==> config.mk <==
export PLATFORM = sky130hd
export DESIGN_NAME = router_1xn
export DESIGN_NICKNAME = d
export VERILOG_FILES = /design/src/rtl/router_1xn.sv
export SDC_FILE = /design/constraint.sdc
export NUM_CORES = 1
export LEC_CHECK = 0
export ABC_AREA = 1
export CORE_UTILIZATION = 50
export DETAILED_ROUTE_END_ITERATION = 8
export PLACE_DENSITY_LB_ADDON = 0.15
export SKIP_LAST_GASP = 1
export SYNTH_ARGS = -nofsm -noshare
export SYNTH_HDL_FRONTEND = slang
export SYNTH_SLANG_ARGS = --single-unit
==> constraint.sdc <==
create_clock -name clock -period 4.74 [get_ports clock]
set_input_delay 0.474 -clock clock [delete_from_list [all_inputs] [get_ports clock]]
set_output_delay 0.474 -clock clock [all_outputs]
set_load 0.01 [all_outputs]
==> src/rtl/router_1xn.sv <==
// Parametrised 1-to-N byte-serial packet router with parity check, per-port
// first-word-fall-through FIFOs and per-port timeout flush.
module router_1xn #(
    parameter int unsigned DATA_W     = 8,
    parameter int unsigned NUM_PORTS  = 3,
    parameter int unsigned FIFO_DEPTH = 16,
    parameter int unsigned TIMEOUT    = 30
) (
    input  logic                          clock,
    input  logic                          resetn,
    input  logic [DATA_W-1:0]             data_in,
    input  logic                          pkt_valid,
    input  logic [NUM_PORTS-1:0]          read_enb,
    output logic [NUM_PORTS*DATA_W-1:0]   data_out,
    output logic [NUM_PORTS-1:0]          vld_out,
    output logic                          busy,
    output logic                          err,
    output logic                          drop,
    output logic [NUM_PORTS-1:0]          flush
);

    localparam int unsigned ADDR_W = (NUM_PORTS > 2) ? $clog2(NUM_PORTS) : 1;
    localparam int unsigned LEN_W  = DATA_W - ADDR_W;
    localparam int unsigned CNT_W  = $clog2(FIFO_DEPTH + 1);
    localparam int unsigned PTR_W  = (FIFO_DEPTH > 2) ? $clog2(FIFO_DEPTH) : 1;
    localparam int unsigned TMO_W  = $clog2(TIMEOUT + 1);

    typedef enum logic [1:0] {StIdle, StPayload, StParity} state_e;

    state_e              state_q, state_d;
    logic [ADDR_W-1:0]   addr_q, addr_d;
    logic [LEN_W-1:0]    len_q, len_d;
    logic [DATA_W-1:0]   acc_q, acc_d;
    logic [DATA_W-1:0]   hdr_q, hdr_d;
    logic                tgt_ok_q, tgt_ok_d;
    logic                hdr_pend_q, hdr_pend_d;
    logic                err_q, err_d;
    logic                drop_q, drop_d;
    logic [NUM_PORTS-1:0] flush_q;

    logic [DATA_W-1:0]   mem_q    [NUM_PORTS][FIFO_DEPTH];
    logic [PTR_W-1:0]    wr_ptr_q [NUM_PORTS];
    logic [PTR_W-1:0]    rd_ptr_q [NUM_PORTS];
    logic [CNT_W-1:0]    count_q  [NUM_PORTS];
    logic [TMO_W-1:0]    tmo_q    [NUM_PORTS];
    logic [DATA_W-1:0]   hold_q   [NUM_PORTS];
    logic [DATA_W-1:0]   head     [NUM_PORTS];

    logic [NUM_PORTS-1:0] full, pop, push, flush_now, hdr_hit, cur_hit;
    logic [ADDR_W-1:0]   hdr_addr, wr_sel;
    logic [LEN_W-1:0]    hdr_len;
    logic [DATA_W-1:0]   wr_data;
    logic                hdr_valid, hdr_full, hdr_flush, cur_full, cur_flush;
    logic                accept, wr_en;

    function automatic logic [PTR_W-1:0] ptr_inc(input logic [PTR_W-1:0] p);
        return (p == PTR_W'(FIFO_DEPTH - 1)) ? '0 : p + PTR_W'(1);
    endfunction

    assign hdr_addr = data_in[ADDR_W-1:0];
    assign hdr_len  = data_in[DATA_W-1:ADDR_W];

    always_comb begin
        data_out = '0;
        for (int i = 0; i < NUM_PORTS; i++) begin
            head[i]      = mem_q[i][rd_ptr_q[i]];
            vld_out[i]   = (count_q[i] != '0);
            full[i]      = (count_q[i] == CNT_W'(FIFO_DEPTH));
            pop[i]       = read_enb[i] && vld_out[i];
            flush_now[i] = vld_out[i] && !read_enb[i] && (tmo_q[i] == TMO_W'(TIMEOUT - 1));
            hdr_hit[i]   = (hdr_addr == ADDR_W'(i));
            cur_hit[i]   = (addr_q == ADDR_W'(i));
            data_out[i*DATA_W +: DATA_W] = vld_out[i] ? head[i] : hold_q[i];
        end
    end

    assign hdr_valid = |hdr_hit;
    assign hdr_full  = |(hdr_hit & full);
    assign hdr_flush = |(hdr_hit & flush_now);
    assign cur_full  = |(cur_hit & full);
    assign cur_flush = |(cur_hit & flush_now);

    // A header still waiting for FIFO space also holds off further bytes.
    assign busy   = (state_q != StIdle) && tgt_ok_q && (cur_full || hdr_pend_q);
    assign accept = pkt_valid && !busy;

    always_comb begin
        state_d    = state_q;
        addr_d     = addr_q;
        len_d      = len_q;
        acc_d      = acc_q;
        hdr_d      = hdr_q;
        tgt_ok_d   = tgt_ok_q;
        hdr_pend_d = hdr_pend_q;
        err_d      = err_q;
        drop_d     = 1'b0;
        wr_en      = 1'b0;
        wr_sel     = addr_q;
        wr_data    = data_in;
        if (state_q == StIdle) begin
            if (accept) begin
                addr_d     = hdr_addr;
                len_d      = hdr_len;
                acc_d      = data_in;
                hdr_d      = data_in;
                err_d      = 1'b0;
                drop_d     = !hdr_valid;
                tgt_ok_d   = hdr_valid && !hdr_flush;
                hdr_pend_d = hdr_valid && !hdr_flush && hdr_full;
                wr_en      = hdr_valid && !hdr_flush && !hdr_full;
                wr_sel     = hdr_addr;
                state_d    = (hdr_len == '0) ? StParity : StPayload;
            end
        end else begin
            // A flushed target discards the rest of its packet.
            if (tgt_ok_q && cur_flush) begin
                tgt_ok_d   = 1'b0;
                hdr_pend_d = 1'b0;
            end else if (tgt_ok_q && hdr_pend_q && !cur_full) begin
                wr_en      = 1'b1;
                wr_data    = hdr_q;
                hdr_pend_d = 1'b0;
            end
            if (accept) begin
                if (tgt_ok_q && !cur_flush) wr_en = 1'b1;
                unique case (state_q)
                    StPayload: begin
                        acc_d = acc_q ^ data_in;
                        len_d = len_q - LEN_W'(1);
                        if (len_q == LEN_W'(1)) state_d = StParity;
                    end
                    StParity: begin
                        err_d   = (data_in != acc_q);
                        state_d = StIdle;
                    end
                    default: state_d = StIdle;
                endcase
            end
        end
    end

    always_comb begin
        for (int i = 0; i < NUM_PORTS; i++) begin
            push[i] = wr_en && (wr_sel == ADDR_W'(i));
        end
    end

    always_ff @(posedge clock) begin
        if (!resetn) begin
            state_q    <= StIdle;
            addr_q     <= '0;
            len_q      <= '0;
            acc_q      <= '0;
            hdr_q      <= '0;
            tgt_ok_q   <= 1'b0;
            hdr_pend_q <= 1'b0;
            err_q      <= 1'b0;
            drop_q     <= 1'b0;
        end else begin
            state_q    <= state_d;
            addr_q     <= addr_d;
            len_q      <= len_d;
            acc_q      <= acc_d;
            hdr_q      <= hdr_d;
            tgt_ok_q   <= tgt_ok_d;
            hdr_pend_q <= hdr_pend_d;
            err_q      <= err_d;
            drop_q     <= drop_d;
        end
    end

    always_ff @(posedge clock) begin
        for (int i = 0; i < NUM_PORTS; i++) begin
            if (push[i]) mem_q[i][wr_ptr_q[i]] <= wr_data;
        end
    end

    always_ff @(posedge clock) begin
        if (!resetn) begin
            flush_q <= '0;
            for (int i = 0; i < NUM_PORTS; i++) begin
                wr_ptr_q[i] <= '0;
                rd_ptr_q[i] <= '0;
                count_q[i]  <= '0;
                tmo_q[i]    <= '0;
                hold_q[i]   <= '0;
            end
        end else begin
            flush_q <= flush_now;
            for (int i = 0; i < NUM_PORTS; i++) begin
                if (vld_out[i]) hold_q[i] <= head[i];
                if (flush_now[i]) begin
                    wr_ptr_q[i] <= '0;
                    rd_ptr_q[i] <= '0;
                    count_q[i]  <= '0;
                    tmo_q[i]    <= '0;
                end else begin
                    if (push[i]) wr_ptr_q[i] <= ptr_inc(wr_ptr_q[i]);
                    if (pop[i])  rd_ptr_q[i] <= ptr_inc(rd_ptr_q[i]);
                    if (push[i] && !pop[i])      count_q[i] <= count_q[i] + CNT_W'(1);
                    else if (pop[i] && !push[i]) count_q[i] <= count_q[i] - CNT_W'(1);
                    if (vld_out[i] && !read_enb[i]) tmo_q[i] <= tmo_q[i] + TMO_W'(1);
                    else                            tmo_q[i] <= '0;
                end
            end
        end
    end

    assign err   = err_q;
    assign drop  = drop_q;
    assign flush = flush_q;

endmodule

==> metrics, run 1 <==
outcome=completed; Avg WL per Cell=20.1 um; Clk Tree Root Cell=clkbuf_16; pre-CTS setup slack=roughly 1.2 ns; max_cap viols=0; DRT Pass-1 Iters=6; Peak VDD IR=305 uV; #FFs+latches synth=495; die area=0.0436 mm^2; Unique masters post-synth=46; Resized cells post-CTS=0; Final Cycle Share=83.2%; TritonCTS clock tree=yes; RSZ-0062 raised after global routing=no; routed via count=between 10k and 15k; Routed WL=a little under 50000 um; Hold Buf Count CTS=0; io pins=47; first-pass GRT wire length=74700 um; Worst-Skew Late Latency=0.58 ns; startpoint types=flop; DR vias/cell=5.64; H-tree depth=2; Max clock buf depth=3; post-route ant nets=0; CP endpoint kind=output port; PnR worst setup slack=0.795 ns; CP Data Arrival Time=3.47 ns; Setup Skew=0.0108 ns; antenna violations before repair=0; Slew headroom=26.1%; final total power=10.3 mW; CP max FO=29; worst slew pin tran=1.11 ns; Worst Path Class, Setup=reg -> out; final setup violation count=0; Placer Congestion=0.876; clk sinks=between 400 and 500; die width=209 um; Worst Hold Class=reg -> reg; leakage=8.33 nW; r2r setup slk=1.26 ns; diode count=0; Post-Layout Cell Count=2396; Syn-to-layout area delta=12.5%; fin crit period=3.95 ns; grt total ovfl=0; Syn Inst Count=1763; largest net degree at the start of global routing=68; Seq/Total Area, Yosys=68.0%; Critical Path RT=4.27 ns; Yosys warnings=0; Residual DRC=0; Multi-input gate area=0.00620 mm^2; share of layout cells above drive strength 1=around 7.9%; Core ar.=0.0420 mm^2; power density over the cells=429 mW/mm^2; syn_area_per_cell=12.1 um^2; Initial Util=50.9%; setup total negative slack=0 ns; post-detail-place hpwl=29700 um; IO buf count=46; vias in the first global route=between 10k and 15k; netlist area before placement=0.0214 mm^2; final hold vios=0; Iteration-0 DRC Markers=964; DP Cell Count=roughly 2.3k; Inserted Clock Buffers=51; Total Routing Usage GR=22.4%; Cell Rows=75; die height=209 um; Clock Pin Slew Worst Setup and Hold Paths=0.06 ns; register area=0.0145 mm^2; maximum clock rate=0.253 GHz; Final Max Slew Viols=0; fill cell count=3451; Post-CTS Setup Bufs=0; Nets=1863
[final cells by class]
cell class	count	share of cell area, %
repair buffers	68	2.70
well taps	539	2.80
clock inverters	35	1.26
flip-flops and latches	495	60.4
inverters	100	1.61
multi-input cells	1100	25.8
clock buffers	59	5.47
[cell usage after synthesis, drive strengths merged]
library cell / n / area share [%]
nor3: 4 / 0.094
o211a: 1 / 0.047
o21ai: 156 / 3.7
buf: 23 / 0.61
nor4: 2 / 0.058
clkbuf: 59 / 1.0
mux2: 5 / 0.26
clkinv: 13 / 0.26
o32ai: 59 / 2.4
xor2: 35 / 1.4
conb: 1 / 0.018
fa: 1 / 0.094
nand2: 167 / 3.3
o211ai: 11 / 0.39
dfxtp: 33 / 3.1
nand4: 14 / 0.44
xnor2: 13 / 0.53
mux2i: 37 / 1.7
nor2: 383 / 7.0
a21oi: 39 / 0.97
ha: 32 / 1.9
inv: 87 / 1.6
o2111ai: 1 / 0.041
nand3: 58 / 1.6
edfxtp: 462 / 65
a31oi: 17 / 0.50
o221ai: 37 / 1.5
a22o: 13 / 0.53
[where the power goes]
group	switching, mW	internal [mW]	total, mW
combinational	0.851	0.482	1.33
sequential	0.126	4.96	5.09
clock	1.65	2.26	3.91
[final timing paths]
path / from / end / cells after the start
setup / recovery: rd_ptr_q[0][0] / data_out[7] / 7
hold / removal: hdr_q[5] / hdr_q[5] / 2
setup reg to reg: count_q[0][0] / count_q[2][4] / 15
hold reg to reg: hdr_q[5] / hdr_q[5] / 2
[registers in the layout, summed over array words and instances (netlist names)]
| signal | count |
|---|---|
| hdr_q | 8 |
| len_q | 6 |
| acc_q | 8 |
| flush | 3 |
| err | 1 |
| hdr_pend_q | 1 |
| hold_q | 24 |
| rd_ptr_q | 12 |
| wr_ptr_q | 12 |
| state_q | 2 |
| tgt_ok_q | 1 |
| tmo_q | 15 |
| count_q | 15 |
| mem_q | 384 |
| addr_q | 2 |
| drop | 1 |
[stage by stage]
stage	util [%]	area [um^2]	hold WS [ns]
3_5_place_dp	53.4	22500	0.458
5_1_grt	57.3	24100	0.483
4_1_cts	57.3	24100	0.465
6_report	57.3	24100	0.461
2_1_floorplan	-	21400	0.438
3_3_place_gp	53.4	22500	0.453
[per-layer routing]
metal,wire length (um),track usage [%],up-vias
met5,0,0,-
met4,1030,6.06,0
met3,3030,4.04,72
met2,22600,35.9,420
met1,21400,31.5,6540
li1,-,-,6475
[critical path, stage by stage, from the launching register on]
cell and delay, ns:
edfxtp_1 0.35, clkinv_1 0.73, buf_4 0.50, nor2_1 0.11, o221ai_1 0.16, a31oi_1 0.42, o21ai_0 0.13, clkdlybuf4s50_1 0.49
[kinds of logic after synthesis]
kind of cell	after synthesis	share of synthesized area (%)
AOI/OAI and AO/OA	334	10.1
xor gates and xnor gates	48	1.97
adders and majority gates	33	1.97
buffers and inverters	182	3.46
DFF	495	68.0
muxes	42	1.99
other	1	0.0175
and+or+nand+nor	628	12.6
[cells in the final DEF (no fill, tap or decap), types with 4 or more instances in the layout]
master,synthesis,routed
edfxtp_1,462,462
nor2_1,374,374
o21ai_0,155,155
nand2_1,153,153
inv_1,81,81
o32ai_1,59,59
clkbuf_16,0,51
nand3_1,50,50
clkdlybuf4s50_1,0,46
mux2i_1,37,37
o221ai_1,37,37
xor2_1,35,35
a21oi_1,38,35
dfxtp_1,33,33
ha_1,32,32
clkinv_1,10,24
buf_4,2,20
a31oi_1,17,17
conb_1,1,15
nand4_1,13,13
a22o_1,13,13
xnor2_1,13,13
clkinv_2,2,11
o211ai_1,11,11
nand2_4,9,9
clkbuf_1,58,7
inv_2,5,5
nand2_2,5,5
nand3_2,5,5
mux2_2,5,5
bufinv_16,0,5
nor2_2,4,4
a21oi_4,1,4
clkinvlp_4,0,4
Power figures use the tool's default switching activity.
==> run 2, diff against run 1 <==
==> constraint.sdc (replaced) <==
create_clock -name clock -period 3.4 [get_ports clock]
set_input_delay 0.34 -clock clock [delete_from_list [all_inputs] [get_ports clock]]
set_output_delay 0.34 -clock clock [all_outputs]
set_load 0.01 [all_outputs]
==> run 2 against run 1 <==
  * Die area is the same
  * Combinational power grew 53%
  * Clock power grew 41%
  * Global-route usage up 0.11 points
  * Sequential cell count stayed put
  * Non-clock buffer count rose by 80
  * Via count rose by 2.3%
  * Critical path type unchanged
  * Largest cell class unchanged
  * Highest routed layer unchanged
==> metrics, run 2 (same netlist as run 1, synthesis figures left out) <==
outcome=completed; max_cap viols=0 (unchanged); largest net degree at the start of global routing=68 (unchanged); IO buf count=46 (unchanged); Core Util, Final=59.3% (+2.1 points); metal3 WL=2710 um (-11%); Residual DRC=0 (unchanged); DR vias/cell=5.58 (-1.0%); Hold Buf Count CTS=0 (unchanged); die width=209 um (unchanged); leakage=8.88 nW (+6.6%); final setup violation count=0 (unchanged); most frequent cells in the layout=462 x edfxtp_1, 373 x nor2_1, 153 x nand2_1, 149 x o21ai_0, 87 x buf_4; post-route ant nets=0 (unchanged); Crit path buffers/inverters=4 (+1); grt total ovfl=0 (unchanged); routed via count=13.8k (+2.3%); post-detail-place hpwl=30100 um (+1.2%); Critical Path RT=3.06 ns (-1.21 ns); CP endpoint kind=output port; vias in the first global route=13.6k (+3.7%); H-tree depth=2 (unchanged); RSZ-0062 raised after global routing=yes; final hold vios=0 (unchanged); Iteration-0 DRC Markers=941 (-2.4%); power density over the cells=585 mW/mm^2 (+36%); max reg flops=384 (unchanged); clk sinks=495 (unchanged); Post-Layout Cell Count=2478 (+3.4%); max incr delay on CP=0.57 ns (-0.16 ns); Nets=1944 (+4.3%); Max clock buf depth=3 (unchanged); Syn-to-layout area delta=16.6%; Avg WL per Cell=19.6 um (-2.2%); Worst Hold Class=in -> reg; Top Layer Used=met4; met2 WL=22800 um (+1.2%); r2r setup slk=0.16 ns (-1.10 ns); WL met1=21800 um (+1.6%); CP max FO=37 (+28%); DP Cell Count=2375 (+3.2%); Core ar.=0.0420 mm^2 (unchanged); startpoint types=flop; share of layout cells above drive strength 1=12.1% (+4.2 points); worst slew pin tran=0.665 ns (-0.443 ns); crit-path cells=clkinv_1 > buf_8 > nor2_1 > o32ai_1 > o211ai_1 > nand3_1 > inv_1 > o21ai_0 > clkdlybuf4s50_1; RR Startpoint=count_q[0][0]; TritonCTS clock tree=yes; commonest non-fill, non-tap cell in the layout=edfxtp_1; io pins=47 (unchanged); kind of cell adding the most delay to the critical path=buffers and inverters; Routed WL=48600 um (+1.1%); Total Routing Usage GR=22.5% (+0.11 points); Inserted Clock Buffers=51 (unchanged); Worst setup startpoint=rd_ptr_q[1][0]; diode count=0 (unchanged); DRT Pass-1 Iters=5 (-1); Clk Tree Root Cell=clkbuf_16; Worst-Skew Late Latency=0.59 ns (about the same); Final Max Slew Viols=0 (unchanged); Initial Util=50.9% (unchanged); Placer Congestion=0.879 (+0.38%); maximum clock rate=0.302 GHz; Final Cycle Share=97.3%; Peak VDD IR=419 uV (+37%); die area=0.0436 mm^2 (unchanged); Worst Path Class, Setup=reg -> out; Clock Pin Slew Worst Setup and Hold Paths=0.06 ns (about the same); fin crit period=3.31 ns; fill cell count=3391 (-1.7%); antenna violations before repair=0 (unchanged); CP Data Arrival Time=2.97 ns (-0.50 ns); Slew headroom=55.7% (+30 points); critical path's slowest cell=clkdlybuf4s50_1; Cell Rows=75 (unchanged); die height=209 um (unchanged); Setup Skew=0.0117 ns (+0.000930 ns); Hold Path Origin=resetn; first-pass GRT wire length=75500 um (+0.98%)
## run 2: changes by cell type in the layout (fill, tap and decap cells not counted), sizes merged
cell / delta
clkbuf: +6
buf: +78
clkdlybuf4s50: -4
clkinv: -1
bufbuf: +1
dlymetal6s2s: +4
clkinvlp: -2
## run 2: stage by stage
stage	hold slack, ns	instance area, um^2	worst slack, ns	setup TNS, ns	power [mW]
after floorplan	0.438	21400	0.00872	0	8.37
after global placement	0.447	23100	0.186	0	9.09
after detailed placement	0.455	23100	0.126	0	9.13
after CTS	0.396	24800	0.00138	0	14.7
after global routing	0.439	24900	-0.0653	-0.120	15.2
final	0.423	24900	0.0915	0	14.6
## run 2: power by group
part           internal (mW)  total [mW]  switching [mW]
clock                   3.22        5.51            2.29
sequential              6.91        7.05           0.138
combinational          0.769        2.03            1.26
total                   10.9        14.6            3.69
## run 2: worst paths after layout
check             endpoint  cells past startpoint
max            data_out[9]                      9
min               flush[2]                      3
max reg2reg  count_q[2][4]                     15
min reg2reg       hdr_q[0]                      2
## run 2: timing repair
item | CTS | global route
gates cloned | 2 | 1
gates resized for setup | 7 | 26
setup buffers | 1 | 4
setup endpoints to repair | 15 | 25
pin swaps | 0 | 2
hold endpoints to repair | 0 | 0
## run 2: layer usage
| metal | vias up | track usage (%) |
|---|---|---|
| li1 | 6643 | - |
| met1 | 6755 | 31.2 |
| met2 | 340 | 36.4 |
| met3 | 85 | 3.61 |
| met4 | 0 | 7.15 |
| met5 | - | 0 |
## run 2: final cells by class
| type | instances | area, um^2 | share of cell area, % |
|---|---|---|---|
| Timing Repair inverter | 1 | 3.75 | 0.0150 |
| Timing Repair Buffer | 148 | 1400 | 5.62 |
| Multi-Input combinational cell | 1100 | 6290 | 25.2 |
| Tap cell | 539 | 674 | 2.70 |
| Inverter | 100 | 397 | 1.59 |
| Clock buffer | 64 | 1370 | 5.48 |
| Sequential cell | 495 | 14500 | 58.3 |
| Clock inverter | 31 | 277 | 1.11 |
## run 2: worst min-delay path, delay by kind of cell
family / cells / cell delay (ns)
and+or+nand+nor: 2 / 0.18
buffers and inverters: 1 / 0.45
==> run 3, diff against run 2 <==
--- a/config.mk
+++ b/config.mk
@@ -13,3 +13,4 @@
 export SYNTH_ARGS = -nofsm -noshare
 export SYNTH_HDL_FRONTEND = slang
 export SYNTH_SLANG_ARGS = --single-unit
+export TNS_END_PERCENT = 20
==> run 3 against run 2 <==
  * Sequential cell count did not move
  * Largest power group unchanged
  * First-iteration DRC count fell by 6.1%
  * Register-to-register slack barely moved
  * Critical endpoint is now data_out[19]
  * Largest cell class unchanged
  * Sequential power barely moved
  * Final cell count barely moved
  * Non-clock buffer count fell by 2
  * Utilization fell by 0.18 points
==> metrics, run 3 (same netlist as run 1, synthesis figures left out) <==
Setup Skew=0.0110 ns (-0.000663 ns); r2r setup slk=0.15 ns (about the same); Routed WL=48200 um (-0.81%); Critical Path RT=3.06 ns (about the same); Slew headroom=55.8% (+0.14 points); die width=209 um (unchanged); leakage=8.83 nW (-0.63%); Initial Util=50.9% (unchanged); Cell Rows=75 (unchanged); die height=209 um (unchanged); H-tree depth=2 (unchanged); fin crit period=3.38 ns (+0.0744 ns); Clock Pin Slew Worst Setup and Hold Paths=0.06 ns (about the same); Core Util, Final=59.2% (-0.18 points); post-route ant nets=0 (unchanged); maximum clock rate=0.296 GHz (-2.2%); Worst-Skew Late Latency=0.59 ns (about the same); pre-CTS setup slack=0.126 ns (unchanged); max reg flops=384 (unchanged); TritonCTS clock tree=yes; worst slew pin tran=0.663 ns (-0.00208 ns); outcome=completed; most frequent cells in the layout=462 x edfxtp_1, 373 x nor2_1, 153 x nand2_1, 152 x o21ai_0, 87 x buf_4; register area=0.0145 mm^2 (unchanged); antenna violations before repair=0 (unchanged); Avg WL per Cell=19.5 um (-0.77%); DRT Pass-1 Iters=5 (unchanged); grt total ovfl=0 (unchanged); R2R depth=15 (unchanged); Hold Path Origin=resetn; CP endpoint kind=output port; RSZ-0062 raised after global routing=yes; power density over the cells=586 mW/mm^2 (+0.13%); Peak VDD IR=419 uV (about the same); reg2reg end=count_q[2][4]; crit-path cells=buf_12 > nor2_1 > o32ai_1 > o211ai_1 > nand3_1 > inv_1 > o21ai_0 > clkdlybuf4s50_1; Residual DRC=0 (unchanged); Final Cycle Share=99.5% (+2.2 points); final hold vios=0 (unchanged); Total Routing Usage GR=22.5% (about the same); DR vias/cell=5.58 (about the same); Clk Tree Root Cell=clkbuf_16; PnR worst setup slack=0.0170 ns (-0.0744 ns); Worst setup startpoint=rd_ptr_q[2][0]; Worst Hold Class=in -> reg; max_cap viols=0 (unchanged); Placer Congestion=0.879 (unchanged); share of layout cells above drive strength 1=11.8% (-0.35 points); post-detail-place hpwl=30100 um (unchanged); vias in the first global route=13.6k (+0.074%); IO buf count=46 (unchanged); routed via count=13.8k (+0.022%); largest net degree at the start of global routing=68 (unchanged); io pins=47 (unchanged); first-pass GRT wire length=75500 um (about the same); Core ar.=0.0420 mm^2 (unchanged); die area=0.0436 mm^2 (unchanged); Multi-input gate area=0.00625 mm^2 (-0.68%); CP Data Arrival Time=3.04 ns (+0.07 ns); Iteration-0 DRC Markers=884 (-6.1%); Post-Layout Cell Count=2477 (-0.040%); startpoint types=flop; commonest non-fill, non-tap cell in the layout=edfxtp_1; CP max FO=34 (-8.1%); Nets=1942 (-0.10%); Final Max Slew Viols=0 (unchanged); Worst Path Class, Setup=reg -> out; WHS Path Cells=3 (unchanged); Hold Buf Count CTS=0 (unchanged); critical path's slowest cell=clkdlybuf4s50_1; Syn-to-layout area delta=16.3%; DP Cell Count=2375 (unchanged); final setup violation count=0 (unchanged); max incr delay on CP=0.61 ns (+0.04 ns); RR Startpoint=count_q[0][0]; fill cell count=3399 (+0.24%); clk sinks=495 (unchanged); Max clock buf depth=3 (unchanged); Inserted Clock Buffers=51 (unchanged); worst min-delay path endpoint=flush[2]
-- run 3: cell count changes in the layout (fill, tap and decap cells not counted), moves of 2 or more --
cell             before  now
o32ai_1              54   56
o221ai_1             35   37
o21ai_1               5    2
buf_6                 4    2
o32ai_2               5    3
o221ai_2              2    0
o21ai_0             149  152
dlymetal6s2s_1        4    1
clkdlybuf4s50_1      42   45
-- run 3: critical path: cells and delay by family (launching register included) --
family	cells	cell delay, ns
buf+inv	3	0.93
simple gates	2	0.19
compound gates	3	0.81
flops	1	0.53
-- run 3: report_power, final --
part,switching [mW],internal (mW)
Clock,2.29,3.22
Sequential,0.138,6.91
Combinational,1.24,0.758
-- run 3: through the flow --
step	hold WS (ns)	instance area, um^2	setup TNS [ns]	total power, mW
2_1_floorplan	0.438	21400	0	8.37
3_3_place_gp	0.447	23100	0	9.09
3_5_place_dp	0.455	23100	0	9.13
4_1_cts	0.396	24800	-0.419	14.7
5_1_grt	0.439	24900	-0.691	15.1
6_report	0.437	24900	0	14.6
-- run 3: timing repair --
| item | in CTS | in global routing |
|---|---|---|
| endpoints found under the hold margin | 0 | 0 |
| gates resized for setup | 4 | 14 |
| cloned | 2 | 0 |
| setup buffers | 1 | 3 |
| setup endpoints to repair | 15 | 25 |
-- run 3: worst max path at each step --
| stage | end | slack (ns) |
|---|---|---|
| floorplan | mem_q[0][102] | 0.009 |
| global placement | count_q[2][4] | 0.19 |
| detailed placement | count_q[2][4] | 0.13 |
| CTS | data_out[15] | -0.08 |
| global route | data_out[4] | -0.08 |
| finish | data_out[19] | 0.02 |
-- run 3: layout make-up --
type	count	share of cell area [%]
tap	539	2.71
timing repair buffer	146	5.49
sequential	495	58.4
timing repair inverter	1	0.0151
clock inverter	31	1.11
clock buffer	64	5.50
inverter	100	1.59
multi-input combinational	1100	25.1
antenna	1	0.0101
-- run 3: per-layer routing --
metal	track usage, %	wire (um)	vias to the layer above
met3	3.61	2790	83
met2	36.5	22700	345
met1	31.2	21500	6756
li1	-	-	6642
met5	0	0	-
met4	7.15	1260	0
